==> config.mk <==
export PLATFORM = sky130hd
export DESIGN_NAME = class_vote
export DESIGN_NICKNAME = d
export VERILOG_FILES = /design/src/rtl/class_vote.sv
export SDC_FILE = /design/constraint.sdc
export NUM_CORES = 1
export LEC_CHECK = 0
export ABC_AREA = 1
export BUFFER_PORTS_ARGS = -buffer_cell sky130_fd_sc_hd__buf_4
export CAP_MARGIN = 40
export CORE_MARGIN = 5
export CORE_UTILIZATION = 45
export CTS_BUF_LIST = sky130_fd_sc_hd__clkbuf_4 sky130_fd_sc_hd__clkbuf_8
export CTS_CLUSTER_SIZE = 28
export DETAILED_ROUTE_END_ITERATION = 12
export HOLD_SLACK_MARGIN = 0.02
export PLACE_DENSITY = 0.74
export RECOVER_POWER = 25
export SYNTH_ARGS = -nofsm -noshare
export SYNTH_HDL_FRONTEND = slang
export SYNTH_SLANG_ARGS = --single-unit
==> constraint.sdc <==
create_clock -name i_clk -period 6.9 [get_ports i_clk]
set_clock_uncertainty 0.2 [all_clocks]
set_input_delay 1.035 -clock i_clk [delete_from_list [all_inputs] [get_ports i_clk]]
set_output_delay 1.035 -clock i_clk [all_outputs]
set_load 0.02 [all_outputs]
==> src/rtl/class_vote.sv <==
// class_vote: frame-level vote over the linear classifier's output stream.
//
// Aligns the classifier's registered weighted sum and sign flag to the
// sample-valid strobe, which is issued LAT edges earlier when the image
// triple enters the classifier. Samples are accumulated into frames of
// FRAME_LEN. Each frame produces a positive count, the maximum signed sum
// and a strict-majority decision. The result goes out through a one-entry
// valid/ready buffer. If a result is dropped, a sticky overrun flag is set.
//
// Ports:
//   i_clk        rising-edge clock, shared with the classifier
//   i_rst_n      asynchronous active-low reset
//   i_in_valid   image triple presented to the classifier this cycle
//   i_wgt_sum    classifier weighted sum (signed, SUM_W bits)
//   i_pos        classifier sign flag (1 = sum non-negative)
//   i_out_ready  consumer accepts the buffered result
//   o_out_valid  buffer holds an unconsumed frame result
//   o_pos_cnt    number of i_pos=1 samples in the frame
//   o_max_sum    largest signed i_wgt_sum in the frame
//   o_decision   1 iff 2*o_pos_cnt > FRAME_LEN
//   o_overrun    sticky: a completed frame was dropped
//
// Output buffer states:
//   state    | meaning
//   ST_EMPTY | no unconsumed result; o_out_valid = 0
//   ST_FULL  | result held stable until i_out_ready; o_out_valid = 1

module class_vote #(
    parameter int FRAME_LEN = 8,
    parameter int LAT       = 3,
    parameter int SUM_W     = 16
) (
    input  logic             i_clk,
    input  logic             i_rst_n,
    input  logic             i_in_valid,
    input  logic [SUM_W-1:0] i_wgt_sum,
    input  logic             i_pos,
    input  logic             i_out_ready,
    output logic             o_out_valid,
    output logic [7:0]       o_pos_cnt,
    output logic [SUM_W-1:0] o_max_sum,
    output logic             o_decision,
    output logic             o_overrun
);

    localparam logic [7:0] LAST_IDX = 8'(FRAME_LEN - 1);
    localparam logic [8:0] FRAME_N  = 9'(FRAME_LEN);

    typedef enum logic {
        ST_EMPTY = 1'b0,
        ST_FULL  = 1'b1
    } state_t;

    state_t           state_q, state_d;
    logic [LAT-1:0]   vd;
    logic [7:0]       cnt;
    logic [7:0]       wpos;
    logic [SUM_W-1:0] wmax;

    logic             consume;
    logic             frame_done;
    logic             new_gt;
    logic [7:0]       acc_pos;
    logic [SUM_W-1:0] acc_max;
    logic             acc_dec;
    logic             load;
    logic             set_ovr;

    // The valid strobe travels alongside the classifier pipeline, so its
    // tail bit marks the cycle in which i_wgt_sum/i_pos belong to a sample.
    always_ff @(posedge i_clk or negedge i_rst_n) begin
        if (!i_rst_n) begin
            vd <= '0;
        end else begin
            vd[0] <= i_in_valid;
            for (int i = 1; i < LAT; i++) begin
                vd[i] <= vd[i-1];
            end
        end
    end

    assign consume    = vd[LAT-1];
    assign frame_done = consume && (cnt == LAST_IDX);

    // Frame totals that include the sample arriving this cycle. When cnt is
    // 0, the stale working values from the previous frame are ignored. On a
    // tie, the stored maximum is kept.
    assign new_gt  = $signed(i_wgt_sum) > $signed(wmax);
    assign acc_pos = ((cnt == 8'd0) ? 8'd0 : wpos) + {7'd0, i_pos};
    assign acc_max = ((cnt == 8'd0) || new_gt) ? i_wgt_sum : wmax;
    assign acc_dec = {acc_pos, 1'b0} > FRAME_N;

    always_ff @(posedge i_clk or negedge i_rst_n) begin
        if (!i_rst_n) begin
            cnt  <= '0;
            wpos <= '0;
            wmax <= '0;
        end else if (consume) begin
            cnt  <= frame_done ? 8'd0 : cnt + 8'd1;
            wpos <= acc_pos;
            wmax <= acc_max;
        end
    end

    always_ff @(posedge i_clk or negedge i_rst_n) begin
        if (!i_rst_n) begin
            state_q <= ST_EMPTY;
        end else begin
            state_q <= state_d;
        end
    end

    always_comb begin
        state_d = state_q;
        load    = 1'b0;
        set_ovr = 1'b0;
        case (state_q)
            ST_EMPTY: begin
                if (frame_done) begin
                    load    = 1'b1;
                    state_d = ST_FULL;
                end
            end
            ST_FULL: begin
                if (frame_done) begin
                    // A result consumed on the same edge frees the slot for
                    // the new one. Otherwise, the new result is lost.
                    if (i_out_ready) begin
                        load = 1'b1;
                    end else begin
                        set_ovr = 1'b1;
                    end
                end else if (i_out_ready) begin
                    state_d = ST_EMPTY;
                end
            end
            default: state_d = ST_EMPTY;
        endcase
    end

    always_ff @(posedge i_clk or negedge i_rst_n) begin
        if (!i_rst_n) begin
            o_pos_cnt  <= '0;
            o_max_sum  <= '0;
            o_decision <= 1'b0;
            o_overrun  <= 1'b0;
        end else begin
            if (load) begin
                o_pos_cnt  <= acc_pos;
                o_max_sum  <= acc_max;
                o_decision <= acc_dec;
            end
            if (set_ovr) begin
                o_overrun <= 1'b1;
            end
        end
    end

    assign o_out_valid = (state_q == ST_FULL);

endmodule

==> summary.txt, run 1 <==
FF+latch area - 1550 um^2
Worst Path Arrival - 3.32 ns
Relative slew margins - -116%
diode count - 0
Top delay family on crit path - buffers and inverters
sequential element share of the synthesized area - 45.1%
Root Buffer - clkbuf_8
Skew-Pair Late Insertion Delay - 0.34 ns
Routed WL - 7320 um
iteration-0 DRC count of the detailed router - 163
Max Freq - 0.264 GHz
initial antenna violation count - 0
via count - 2877
critical path required time - 6.43 ns
mapped cell area - 3440 um^2
WS Path Type - input port to async pin
Worst path slowest cell - clkbuf_1
most frequent cells in the layout - nand2_1, dfrtp_1, inv_1
filler cell count in the final layout - 655
flops & latches, synth - 62
Power Internal - 1.05 mW
Unique masters post-synth - 37
via/cell ratio - 4.98
final worst path period need - 3.79 ns
CTS Hold Bufs - 0
failing checks - max-capacitance violations, max-slew violations
Die X - 97.4 um
DPL Wire Length - 5040 um
Mapped Cells - 427
clk slew on worst S/H paths - 0.07 ns
worst slew pin tran - 3.24 ns
pwr dens - 439 nW/um^2
share of total power in the clock network - 20.6%
Pre-antenna DRT Iters - 4
CTS max path bufs - 2
leakage - 2.25 nW
crit share post-route - 55.0%
largest net degree at the start of global routing - 63
CTS H-tree lvls - 3
# IOs - 48
most common cell after layout, fill and taps aside - nand2_1
Synth area leaders - dfrtp_1, nand2_1, nand3_1
std cell rows - 31
main flop type after synthesis - dfrtp_1
multi-input logic area - 1570 um^2
setup bufs post-CTS - 0
CTS Buf Count - 9
Reg power frac - 33.7%
Post-synth EDFFs - 0
post-cts resize count - 0
Fin Setup TNS - 0 ns
DR WL/cell - 12.7 um
crit path max fanout - 62
Hold Fails Final Rpt - 0
DRT antenna net count - 0
height of the die - 97.4 um
CTS Sinks - 62
Synth Area per Inst - 8.06 um^2
quantity of I/O buffers inserted on ports - 47
routability congestion estimate - 0.819
vias in the first global route - 2879
total gr overflow - 0
global-route wire length before repair - 12700 um
area delta synth->final - 19.1%
Final Cell Area - 4100 um^2
share of the synthesized area in the top cell type - 45.1%
Worst VDD drop - 0.000194 V
max-cap viol count - 1
worst-path cell chain - clkbuf_1
ys async rst share - 100%
Worst Hold Class - flop to flop
CP endpoint kind - async pin
startpoint types - input port
Sw Share - 41.9%
Max stage delay on crit path - 2.25 ns
NetSw - 0.753 mW
CTS tree - done
Final Setup Violations - 0
Yosys top cell by area - dfrtp_1
Slew Viols, Final - 63
combinational fraction of design power - 45.7%
final net count - 515
Starting Density - 46.9%
drt drc - 0
CP Buf/Inv Count - 1
count of non-filler cells in the finished layout - 578
status - complete, but fails checks
RSZ-0062 raised after global routing - no
area of the core - 7330 um^2
dpl cell area - 3870 um^2
worst-case hold slack - 0.152 ns
die area - 9490 um^2
syn_nets - 468
Inst Count DP - 562
Yosys Warn Count - 0
layout cells sized above 1 - 18.2%
gr usage total - 16.2%
[final cells by class]
class / instances / share of cell area, %
clock inverter: 5 / 1.98
tap: 99 / 3.02
inverter: 65 / 6.07
clock buffer: 11 / 3.69
timing repair buffer: 48 / 9.19
sequential: 62 / 37.9
multi-input combinational: 288 / 38.2
[final timing paths]
path	from	endpoint	slack [ns]	depth (start not counted)
setup reg to reg	vd[2]$_DFF_PN0_	o_max_sum[8]$_DFFE_PN0P_	4.32	8
setup / recovery	i_rst_n	wpos[1]$_DFFE_PN0P_	3.11	1
hold reg to reg	vd[1]$_DFF_PN0_	vd[2]$_DFF_PN0_	0.15	0
hold / removal	vd[1]$_DFF_PN0_	vd[2]$_DFF_PN0_	0.15	0
max in group i_clk	i_wgt_sum[5]	o_max_sum[12]$_DFFE_PN0P_	4.03	14
min in group asynchronous	i_rst_n	wmax[5]$_DFFE_PN0P_	1.57	1
[registers in the layout (all words and copies together), names as in the netlist]
name / cells
o_max_sum: 16
wmax: 16
cnt: 8
o_pos_cnt: 8
wpos: 8
vd: 3
o_decision: 1
o_out_valid: 1
o_overrun: 1
[power by group through the flow]
stage / Sequential (mW) / Combinational, mW / Clock (mW)
floorplan: 0.679 / 0.518 / 0
global placement: 0.608 / 0.794 / 0
detailed placement: 0.609 / 0.820 / 0
CTS: 0.606 / 0.829 / 0.378
global route: 0.624 / 0.927 / 0.393
finish: 0.606 / 0.822 / 0.371
[per-stage QoR]
step	setup WS [ns]	util, %	total power, mW
global placement	3.78	52.4	1.40
global route	2.31	55.9	1.94
finish	3.11	55.9	1.80
floorplan	4.25	-	1.20
CTS	4.06	56.0	1.81
detailed placement	3.74	52.8	1.43
[logic make-up after synthesis]
| group | synth area share, % |
|---|---|
| and+or+nand+nor | 31.1 |
| buffers and inverters | 9.42 |
| DFF | 45.1 |
| AOI/OAI and AO/OA | 5.56 |
| adders and majority gates | 7.27 |
| xor gates and xnor gates | 1.53 |
[metal layers]
| layer | wire, um | share of wire, % | GRT usage [%] |
|---|---|---|---|
| met5 | 0 | 0 | 0 |
| met2 | 3430 | 47 | 26.4 |
| met1 | 3370 | 46 | 20.7 |
| met4 | 135 | 1.8 | 7.99 |
| met3 | 390 | 5.3 | 2.94 |
[synth_stat cells, types with 4 or more instances]
cell and number:
nand2_1 134, dfrtp_1 62, inv_1 61, nand3_1 57, ha_1 20, o21ai_0 17, nor2_1 16, nand4_1 5
xor2_1 5, a21oi_1 4, clkbuf_1 4, nor2_2 4
No activity file was read; power rests on OpenSTA's default activity.
==> run 2, diff against run 1 <==
==> constraint.sdc (replaced) <==
create_clock -name i_clk -period 3.9 [get_ports i_clk]
set_clock_uncertainty 0.2 [all_clocks]
set_input_delay 0.585 -clock i_clk [delete_from_list [all_inputs] [get_ports i_clk]]
set_output_delay 0.585 -clock i_clk [all_outputs]
set_load 0.02 [all_outputs]
==> summary.txt, run 2 (synthesis results as in run 1) <==
Worst Path Arrival - 2.59 ns
CTS H-tree lvls - 3
dpl cell area - 3850 um^2
pwr dens - 753 nW/um^2
largest net degree at the start of global routing - 63
initial antenna violation count - 0
layout cells sized above 1 - 18.4%
Hold Fails Final Rpt - 0
clk slew on worst S/H paths - 0.07 ns
area of the core - 7330 um^2
Final Core Density - 55.1%
failing checks - max-capacitance violations, max-slew violations
Final Setup Violations - 0
gr usage total - 15.7%
area delta synth->final - 17.3%
Worst VDD drop - 0.000325 V
routability congestion estimate - 0.835
DR WL/cell - 12.2 um
Routed WL - 7060 um
most frequent cells in the layout - nand2_1, dfrtp_1, inv_1
worst slew pin tran - 1.52 ns
Inst Count DP - 562
CTS max path bufs - 2
M1 GR Usage - 21.8%
crit path max fanout - 26
total gr overflow - 0
Starting Density - 46.9%
Most Used Layer, Global Route - met2
CTS Sinks - 62
CTS Buf Count - 9
iteration-0 DRC count of the detailed router - 154
CP endpoint kind - flop
diode count - 0
share of total power in the clock network - 17.8%
Final Cell Area - 4040 um^2
NetSw - 1.30 mW
met2 usage - 23.5%
via/cell ratio - 4.88
Fin Setup TNS - 0 ns
crit share post-route - 65.5%
DPL Wire Length - 4860 um
Tot Pwr - 3.04 mW
std cell rows - 31
startpoint types - flop
CTS tree - done
RSZ-0062 raised after global routing - no
M3 GR Usage - 4.38%
Die X - 97.4 um
post-cts resize count - 0
Relative slew margins - -1.35%
drt drc - 0
setup bufs post-CTS - 0
Pre-antenna DRT Iters - 4
critical path required time - 3.94 ns
status - complete, but fails checks
final net count - 515
max-cap viol count - 1
most common cell after layout, fill and taps aside - nand2_1
WS Path Type - flop to flop
count of non-filler cells in the finished layout - 578
Max Freq - 0.391 GHz
height of the die - 97.4 um
combinational fraction of design power - 47.0%
Slew Viols, Final - 63
DRT antenna net count - 0
Largest regs - o_max_sum x16, wmax x16
final worst path period need - 2.55 ns
# IOs - 48
quantity of I/O buffers inserted on ports - 47
leakage - 2.23 nW
Reg power frac - 35.2%
Sw Share - 42.9%
vias in the first global route - 2693
CTS Hold Bufs - 0
global-route wire length before repair - 12300 um
Skew-Pair Late Insertion Delay - 0.34 ns
Power Internal - 1.74 mW
Root Buffer - clkbuf_8
die area - 9490 um^2
Worst Hold Class - flop to flop
via count - 2819
## run 2: changes by cell type in the layout (fill, tap and decap cells not counted), sizes merged
| cell | before | now |
|---|---|---|
| bufinv | 2 | 0 |
| clkbuf | 13 | 15 |
## run 2: final timing paths
check	to	startpoint	slack [ns]	depth (start not counted)
max	o_max_sum[11]$_DFFE_PN0P_	vd[2]$_DFF_PN0_	1.35	7
min	vd[1]$_DFF_PN0_	vd[0]$_DFF_PN0_	0.15	0
max reg2reg	o_max_sum[11]$_DFFE_PN0P_	vd[2]$_DFF_PN0_	1.35	7
min reg2reg	vd[1]$_DFF_PN0_	vd[0]$_DFF_PN0_	0.15	0
max in group asynchronous	cnt[6]$_DFFE_PN0P_	i_rst_n	2.17	1
min in group asynchronous	o_max_sum[7]$_DFFE_PN0P_	i_rst_n	0.40	1
## run 2: per-layer routing
| layer | share of wire [%] | vias up | routed length, um |
|---|---|---|---|
| met4 | 1.4 | 0 | 98 |
| met1 | 48 | 1302 | 3420 |
| met2 | 45 | 63 | 3190 |
| li1 | - | 1445 | - |
| met3 | 5.0 | 9 | 352 |
| met5 | 0 | - | 0 |
## run 2: power groups by stage
stage / sequential [mW] / combinational (mW) / clock (mW)
after global placement: 1.07 / 1.41 / 0
after detailed placement: 1.08 / 1.44 / 0
after floorplan: 1.20 / 0.916 / 0
final: 1.07 / 1.43 / 0.542
after CTS: 1.07 / 1.45 / 0.559
after global routing: 1.11 / 1.63 / 0.586
## run 2: per-stage QoR
step	setup slack [ns]	hold WS [ns]
final	1.35	0.152
after global routing	1.08	0.148
after CTS	1.32	0.126
after detailed placement	1.17	0.141
after global placement	1.24	0.134
after floorplan	1.63	0.0894
## run 2: area by class of cell
cell class              instances  area, um^2
fillers                       660        3290
multi-input cells             288        1570
flip-flops and latches         62        1550
repair buffers                 48         358
inverters                      65         249
clock buffers                  13         173
well taps                      99         124
clock inverters                 3        17.5
## run 2: critical path: stages, from the launching register on
cell and delay [ns]:
dfrtp_1 0.63, inv_2 0.32, nor3_1 0.28, inv_1 0.11
a21oi_4 0.44, inv_2 0.28, nand2_1 0.13, nand2_1 0.05
